--- src/rtl/uart_tx_ctrl.sv ---
// uart_tx_ctrl: byte FIFO drained into a UART-Lite TX register over AXI-Lite, polling STAT first.
// Optional macro UART_TX_TIMEOUT_EN: drop the head byte after POLL_TIMEOUT consecutive busy/error polls.
module uart_tx_ctrl #(
  parameter int unsigned FIFO_DEPTH   = 8,
  parameter logic [31:0] UART_BASE    = 32'h1000_0000,
  parameter int unsigned POLL_TIMEOUT = 1024
) (
  input  logic        clk_i,
  input  logic        rst_i,
  input  logic        byte_valid_i,
  input  logic [7:0]  byte_data_i,
  output logic        byte_ready_o,
  output logic [31:0] aw_addr_o,
  output logic        aw_valid_o,
  input  logic        aw_ready_i,
  output logic [31:0] w_data_o,
  output logic [3:0]  w_strb_o,
  output logic        w_valid_o,
  input  logic        w_ready_i,
  input  logic [1:0]  b_resp_i,
  input  logic        b_valid_i,
  output logic        b_ready_o,
  output logic [31:0] ar_addr_o,
  output logic        ar_valid_o,
  input  logic        ar_ready_i,
  input  logic [31:0] r_data_i,
  input  logic [1:0]  r_resp_i,
  input  logic        r_valid_i,
  output logic        r_ready_o,
  output logic        busy_o,
  output logic        err_o
);
  localparam int unsigned AW        = $clog2(FIFO_DEPTH);
  localparam logic [AW:0] PTR_ONE   = (AW+1)'(1);
  localparam logic [31:0] STAT_ADDR = UART_BASE + 32'd8;
  localparam logic [31:0] TX_ADDR   = UART_BASE + 32'd4;
  localparam logic [1:0]  RESP_OKAY = 2'b00;

  typedef enum logic [2:0] {S_IDLE, S_RD_STAT, S_WAIT_R, S_WR, S_WAIT_B} state_t;

  state_t      r_state;
  logic [7:0]  r_mem [FIFO_DEPTH];
  logic [AW:0] r_wr_ptr;
  logic [AW:0] r_rd_ptr;
  logic [31:0] r_ar_addr;
  logic        r_ar_valid;
  logic        r_r_ready;
  logic [31:0] r_aw_addr;
  logic        r_aw_valid;
  logic [31:0] r_w_data;
  logic [3:0]  r_w_strb;
  logic        r_w_valid;
  logic        r_b_ready;
  logic        r_err;
  logic        r_busy;

  logic        w_full;
  logic        w_empty;
  logic        w_push;
  logic        w_pop;
  logic        w_poll_fail;
  logic        w_drop;
  logic        w_aw_done;
  logic        w_w_done;
  logic [7:0]  w_head;
  logic        w_unused_rdata;

`ifdef UART_TX_TIMEOUT_EN
  localparam int unsigned CW         = $clog2(POLL_TIMEOUT + 1);
  localparam logic [CW-1:0] CNT_ONE  = CW'(1);
  localparam logic [CW-1:0] CNT_LAST = CW'(POLL_TIMEOUT - 1);
  logic [CW-1:0] r_poll_cnt;
`endif

  // FIFO status, handshake qualifiers and the pop/drop decision
  always_comb begin
    w_full      = (r_wr_ptr[AW] != r_rd_ptr[AW]) && (r_wr_ptr[AW-1:0] == r_rd_ptr[AW-1:0]);
    w_empty     = (r_wr_ptr == r_rd_ptr);
    w_push      = byte_valid_i && !w_full;
    w_head      = r_mem[r_rd_ptr[AW-1:0]];
    w_poll_fail = (r_state == S_WAIT_R) && r_valid_i && ((r_resp_i != RESP_OKAY) || r_data_i[3]);
    w_aw_done   = !r_aw_valid || aw_ready_i;
    w_w_done    = !r_w_valid || w_ready_i;
`ifdef UART_TX_TIMEOUT_EN
    w_drop      = w_poll_fail && (r_poll_cnt == CNT_LAST);
`else
    w_drop      = 1'b0;
`endif
    w_pop       = ((r_state == S_WAIT_B) && b_valid_i) || w_drop;
  end

  // Byte FIFO storage and wrap-around pointers
  always_ff @(posedge clk_i) begin
    if (rst_i) begin
      r_wr_ptr <= '0;
      r_rd_ptr <= '0;
    end else begin
      if (w_push) begin
        r_mem[r_wr_ptr[AW-1:0]] <= byte_data_i;
        r_wr_ptr                <= r_wr_ptr + PTR_ONE;
      end
      if (w_pop) begin
        r_rd_ptr <= r_rd_ptr + PTR_ONE;
      end
    end
  end

`ifdef UART_TX_TIMEOUT_EN
  // Consecutive failed STAT polls; cleared whenever a poll ends in a write or a drop
  always_ff @(posedge clk_i) begin
    if (rst_i) begin
      r_poll_cnt <= '0;
    end else if (w_poll_fail && !w_drop) begin
      r_poll_cnt <= r_poll_cnt + CNT_ONE;
    end else if ((r_state == S_WAIT_R) && r_valid_i) begin
      r_poll_cnt <= '0;
    end else begin
      r_poll_cnt <= r_poll_cnt;
    end
  end
`endif

  // Bus sequencing FSM with registered AXI-Lite outputs
  always_ff @(posedge clk_i) begin
    if (rst_i) begin
      r_state    <= S_IDLE;
      r_ar_addr  <= '0;
      r_ar_valid <= 1'b0;
      r_r_ready  <= 1'b0;
      r_aw_addr  <= '0;
      r_aw_valid <= 1'b0;
      r_w_data   <= '0;
      r_w_strb   <= 4'b0000;
      r_w_valid  <= 1'b0;
      r_b_ready  <= 1'b0;
      r_err      <= 1'b0;
      r_busy     <= 1'b0;
    end else begin
      r_busy <= (r_state != S_IDLE) || !w_empty || w_push;
      case (r_state)
        S_IDLE: begin
          // Looking at the incoming push too lets AR go out the cycle after it
          if (!w_empty || w_push) begin
            r_ar_addr  <= STAT_ADDR;
            r_ar_valid <= 1'b1;
            r_state    <= S_RD_STAT;
          end
        end
        S_RD_STAT: begin
          if (ar_ready_i) begin
            r_ar_valid <= 1'b0;
            r_r_ready  <= 1'b1;
            r_state    <= S_WAIT_R;
          end
        end
        S_WAIT_R: begin
          if (r_valid_i) begin
            r_r_ready <= 1'b0;
            if (w_drop) begin
              r_err   <= 1'b1;
              r_state <= S_IDLE;
            end else if (w_poll_fail) begin
              r_ar_valid <= 1'b1;
              r_state    <= S_RD_STAT;
            end else begin
              r_aw_addr  <= TX_ADDR;
              r_aw_valid <= 1'b1;
              r_w_data   <= {24'h00_0000, w_head};
              r_w_strb   <= 4'b0001;
              r_w_valid  <= 1'b1;
              r_state    <= S_WR;
            end
          end
        end
        S_WR: begin
          if (r_aw_valid && aw_ready_i) begin
            r_aw_valid <= 1'b0;
          end
          if (r_w_valid && w_ready_i) begin
            r_w_valid <= 1'b0;
          end
          if (w_aw_done && w_w_done) begin
            r_b_ready <= 1'b1;
            r_state   <= S_WAIT_B;
          end
        end
        S_WAIT_B: begin
          if (b_valid_i) begin
            r_b_ready <= 1'b0;
            if (b_resp_i != RESP_OKAY) begin
              r_err <= 1'b1;
            end
            r_state <= S_IDLE;
          end
        end
        default: begin
          r_ar_valid <= 1'b0;
          r_r_ready  <= 1'b0;
          r_aw_valid <= 1'b0;
          r_w_valid  <= 1'b0;
          r_b_ready  <= 1'b0;
          r_state    <= S_IDLE;
        end
      endcase
    end
  end

  assign w_unused_rdata = ^{r_data_i[31:4], r_data_i[2:0]};

  assign byte_ready_o = !w_full;
  assign ar_addr_o    = r_ar_addr;
  assign ar_valid_o   = r_ar_valid;
  assign r_ready_o    = r_r_ready;
  assign aw_addr_o    = r_aw_addr;
  assign aw_valid_o   = r_aw_valid;
  assign w_data_o     = r_w_data;
  assign w_strb_o     = r_w_strb;
  assign w_valid_o    = r_w_valid;
  assign b_ready_o    = r_b_ready;
  assign busy_o       = r_busy;
  assign err_o        = r_err;

endmodule

--- config.mk ---
export PLATFORM = sky130hd
export DESIGN_NAME = uart_tx_ctrl
export DESIGN_NICKNAME = d
export VERILOG_FILES = /design/src/rtl/uart_tx_ctrl.sv
export SDC_FILE = /design/constraint.sdc
export NUM_CORES = 1
export LEC_CHECK = 0
export CAP_MARGIN = 40
export CORE_ASPECT_RATIO = 0.75
export CORE_MARGIN = 1
export CORE_UTILIZATION = 49
export DETAILED_ROUTE_END_ITERATION = 10
export PLACE_DENSITY = 0.87
export SETUP_SLACK_MARGIN = 0.15
export SYNTH_ARGS = -nofsm -noshare
export SYNTH_HDL_FRONTEND = slang
export SYNTH_SLANG_ARGS = --single-unit
--- constraint.sdc ---
create_clock -name clk_i -period 4.5 [get_ports clk_i]
set_input_delay 0.45 -clock clk_i [delete_from_list [all_inputs] [get_ports clk_i]]
set_output_delay 0.45 -clock clk_i [all_outputs]
set_load 0.05 [all_outputs]
; ---- Word-level counts from Yosys, hierarchy flattened
; Memories as Yosys holds them, arrays and structs flattened. A register that Yosys moved wholly into a read port is not among the register bits.
; Cells that the tools add are included.
[word_totals]
latchBits = 0
word_cells = 99
memories = 1
output_inout_bits = 108
reg_bits = 21
rom_bits = 0
ramBits = 64
in_bits = 52
[mem_list]
columns = name, words, word_bits, rd, rd_clocked_by_memory_dff, write_ports, line_no
row1 = r_mem, 8, 8, 1, 1, 1, 42  ; logic [7:0] r_mem [FIFO_DEPTH];
[op_classes]
mul = 0
muxes = 27
n_eq_ne = 16
n_addsub = 2
bitwise_logic = 5
div = 0
n_lt_le_gt_ge = 0
n_reduce_logical = 35
shift = 0
[op_table]
columns = operator, count
row1 = $ne A2 B2 Y1 const B, 9
row2 = $mux W1, 15
row3 = $mux W3, 5
row4 = $pmux W3 S5, 1
row5 = $pmux W1 S3, 4
row6 = $reduce_and A3 Y1, 4
row7 = $reduce_and A5 Y1, 2
row8 = $reduce_or A3 Y1, 3
row9 = $add A4 B1 Y4 const B, 2
row10 = $logic_and A1 B1 Y1, 8
row11 = $reduce_and A4 Y1, 2
row12 = $eq A3 B2 Y1 const B, 2
row13 = $logic_or A1 B1 Y1, 6
row14 = $not A1 Y1, 5
row15 = $eq A4 B4 Y1, 1
row16 = $logic_not A1 Y1, 4
row17 = $pmux W1 S4, 1
row18 = $reduce_bool A2 Y1, 2
row19 = $eq A3 B1 Y1 const B, 1
row20 = $eq A3 B3 Y1, 1
row21 = $eq A3 B3 Y1 const B, 1
row22 = $logic_not A3 Y1, 1
row23 = $reduce_bool A3 Y1, 1
row24 = $mux W2, 1
row25 = other kinds (3), 3

; ---- Logic depth before layout (Yosys ltp)
[depth]
depth_word = 7
ltp_mapped = 7
ltp_nobuf = 5

; ---- Worst setup path before layout
; No wires, ideal clock.
[synth_path]
path_kind = flip-flop to flip-flop
from = register r_rd_ptr[0]
to = memory r_mem[0][0] (enable)
path_slack_ns = 1.963
t_required_ns = 4.117
stages_incl_launch_ff = 7
n_path_buf = 1
t_arrival_ns = 2.153
cell_sequence = dfxtp_1 -> buf_6 -> xnor2_1 -> nand4_1 -> nand2_1 -> or3_1 -> nor3_1
[synth_between]
elab_chain_len = 7
[synth_rtl]
columns = element, line_no
row1 = from (decl), 44  ; logic [AW:0] r_rd_ptr;
row2 = from (signal assigned), 103  ; r_rd_ptr <= r_rd_ptr + PTR_ONE;
row3 = $eq A3 B3 Y1, 77  ; w_full = (r_wr_ptr[AW] != r_rd_ptr[AW]) && (r_wr_ptr[AW-1:0] == r_rd_ptr[AW-1:0]);
row4 = $logic_and A1 B1 Y1, 77
row5 = $logic_not A1 Y1, -
row6 = net byte_ready_o, 12  ; output logic byte_ready_o,
row7 = $logic_and A1 B1 Y1, 79  ; w_push = byte_valid_i && !w_full;
row8 = $mux W1, 98  ; if (w_push) begin
row9 = $mux W1, 94  ; if (rst_i) begin
row10 = $mux W1 (not written as such), 99  ; r_mem[r_wr_ptr[AW-1:0]] <= byte_data_i;
row11 = to (decl), 42
; The timed path passes the listed nets, and every way through them passes these cells.

; ---- Worst setup path after layout
[layout_path]
from = register r_rd_ptr[2]
to = memory r_mem[4][4] (enable)
[layout_between]
elab_chain_len = 7
[layout_rtl]
columns = element, line_no
row1 = $eq A3 B3 Y1, 77
row2 = $logic_and A1 B1 Y1, 77
row3 = $logic_not A1 Y1, 79
row4 = $logic_and A1 B1 Y1, 79
row5 = $mux W1, 98
row6 = $mux W1, 94
row7 = $mux W1 (not written as such), 99
; No other way between the ends.

==> impl_metrics.toml <==
[timing]
setup_viol = 0
min_period_ns = 2.93
post-route-period-util = 0.652
clock_skew_ns = 0.00743
fin_tns_setup_ns = 0
slew_violations = 0
rsz0062_at_grt = "false"
worstMarginPinSlew_ns = 0.854
fmax_ghz = 0.341
fin_hold_ws_ns = 0.453
hold_viol_final = 0
relSlewSlack = 0.428

[pwr]
swShare = 0.328
power_frac_clock = 0.319
switchingPower_w = 0.000702
finalPower_w = 0.00214
leakagePower_nw = 1.72
p_seq_frac = 0.460
powerDensity_mw_per_mm2 = 440
vdd_ir_drop_max_uv = 230
p_comb_frac = 0.221
p_int_w = 0.00144

[placement]
dpl_cell_area_mm2 = 0.00459
hpwlAfterDp_um = 5180
io_buffers = 41
gp_congestion = 0.797

[finish]
fin_nets = 437
diodes = 0
syn_to_final_growth_pct = 9.24
finalCoreUtilization = 0.564
drive_gt1_frac = 0.119
final_area_mm2 = 0.00487

[setup_path]
critPathCaptureType = "register"
worstPathArrival_ns = 2.98
worstPathMaxFanout = 11
cp_top_family = "simple AND/OR/NAND/NOR gates"
worstSetupPathType = "reg2reg"
cp_cell_sequence = "xnor2_1, a41oi_1, nand3b_1, nor3_1, buf_4"
slowest_delay_ns = 0.77
required_ns = 4.55
crit_buf_inv = 1
slowest_stage = "dfxtp_1"
start_kind = "register"

[yosys]
synth-async-reset-ratio = 0
synth_top_area_share = 0.431
synth_edf_count = 64
synth_largest_area_cell = "edfxtp_1"
netlist-cell-type-count = 44
yosysWarnings = 0
ys.flop_type = "edfxtp_1"
syn-mean-instance-area_um2 = 13.0
synth-seq-area-share = 0.557
synth-seq-cells = 92
syn_area_mm2 = 0.00446
synthTopCellsByArea = "edfxtp_1 (43%), buf_4 (16%), dfxtp_1 (13%), mux4_2 (8.1%), mux2i_1 (2.5%)"
synth_cells = 343

[clock_network]
clock_sinks = 92
cts_buffers = 9
cts_max_level = 3
cts_resized = 0
path_clk_slew_ns = 0.07
post_cts_buffers = 0
root_buffer = "clkbuf_16"
cts_hold_buf = 0
clk-insertion-delay-late_ns = 0.33
cts_buffer_depth = 2
cts_tree = "done"

[global_routing]
antenna_found_initial = 0
grt_pass1_vias = 2211
overflow = 0
grt_max_degree = 32
grt_pass1_wl_um = 12000
grt_use_total = 0.171

[drt]
drtIter0Drc = 158
ant_nets = 0
vias_per_cell = 4.99
wire_per_inst_um = 15.6
drt-total-wl_um = 7720
via_count = 2477
drt_first_pass_iters = 10
drc = 10

[outcome]
status = "finished, violations left"
violations = "design-rule violations"

[floorplanning]
row_count = 29
dieArea_mm2 = 0.00948
die_h_um = 84.6
initial_core_util = 0.516
coreArea_mm2 = 0.00864
die_w_um = 112
ios = 160

[run]
maxCapViolCount = 0

[hold_path]
hp-class = "reg2reg"
cell usage after synthesis (4+ instances only):
cell      number
edfxtp_1      64
xnor2_1        5
mux4_2        16
mux2i_1       11
nor3_1         7
dfxtp_1       28
inv_1          5
nor2_1        27
a21oi_1       12
o21ai_0        4
clkbuf_1       4
buf_4         93
xor2_1         5
a211oi_1       7
nand2_1       11
worst register-to-register path: cells and delay by family, from the launching register on:
kind | cells | cell delay [ns]
and+or+nand+nor | 2 | 0.82
DFF | 1 | 0.77
AOI/OAI and AO/OA | 1 | 0.57
buffers and inverters | 1 | 0.27
xor gates and xnor gates | 1 | 0.22
layer usage:
| metal | track usage | up-vias | share of wire |
|---|---|---|---|
| met5 | 0 | - | 0 |
| met4 | 0.0570 | 0 | 0.012 |
| met3 | 0.0477 | 8 | 0.078 |
| met2 | 0.282 | 128 | 0.51 |
| met1 | 0.221 | 1204 | 0.40 |
| li1 | - | 1137 | - |
power by group through the flow:
stage	sequential [W]	clock, W	combinational (W)
after floorplan	0.00103	0	0.000402
after global placement	0.000998	0	0.000457
after detailed placement	0.00100	0	0.000466
after CTS	0.000983	0.000701	0.000468
after global routing	0.000989	0.000738	0.000500
final	0.000984	0.000684	0.000472
layout by cell type (no fill, tap or decap), types with 6 or more instances in the layout:
master | Yosys | routed
buf_4 | 93 | 6
dfxtp_1 | 28 | 28
a211oi_1 | 7 | 7
nor3_1 | 7 | 7
mux4_2 | 16 | 16
edfxtp_1 | 64 | 64
conb_1 | 1 | 87
a21oi_1 | 12 | 12
mux2i_1 | 11 | 11
clkbuf_16 | 0 | 9
nor2_1 | 27 | 27
clkdlybuf4s50_1 | 0 | 41
nand2_1 | 11 | 11
cell families after synthesis:
kind of cell / after synthesis / share of synthesized area
adder cells (fa/ha/maj): 2 / 0.00561
multiplexers: 27 / 0.106
AND/OR/NAND/NOR: 65 / 0.0738
other: 1 / 0.000841
buffers and inverters: 110 / 0.181
AO/OA/AOI/OAI: 36 / 0.0564
flip-flops: 92 / 0.557
XOR/XNOR: 10 / 0.0197
final timing paths:
check	start	to	slack, ns	depth (start not counted)
hold / removal	err_o	err_o	0.45	2
setup reg to reg	r_rd_ptr[2]	r_mem[4][4]	1.57	5
setup / recovery	r_rd_ptr[2]	r_mem[4][4]	1.57	5
hold reg to reg	err_o	err_o	0.45	2
state kept, by name, summed over array words and instances (netlist names):
signal      flops
busy_o          1
r_wr_ptr        4
r_ready_o       1
b_ready_o       1
w_strb_o        1
ar_addr_o       1
r_mem          64
w_valid_o       1
r_rd_ptr        4
err_o           1
r_state         3
ar_valid_o      1
w_data_o        8
aw_valid_o      1
per-stage QoR:
stage,std cells,worst slack (ns)
after floorplan,429,1.96
after global placement,478,1.76
after detailed placement,479,1.66
after CTS,495,1.56
after global routing,496,1.35
final,496,1.57
area by class of cell:
class / instances / area [um2]
clock buffer: 9 / 225
sequential: 92 / 2480
inverter: 5 / 18.8
multi-input combinational: 227 / 1490
timing repair buffer: 48 / 467
tap: 108 / 135
fill: 674 / 3770
clock inverter: 7 / 50.0
Power figures use the tool's default switching activity.
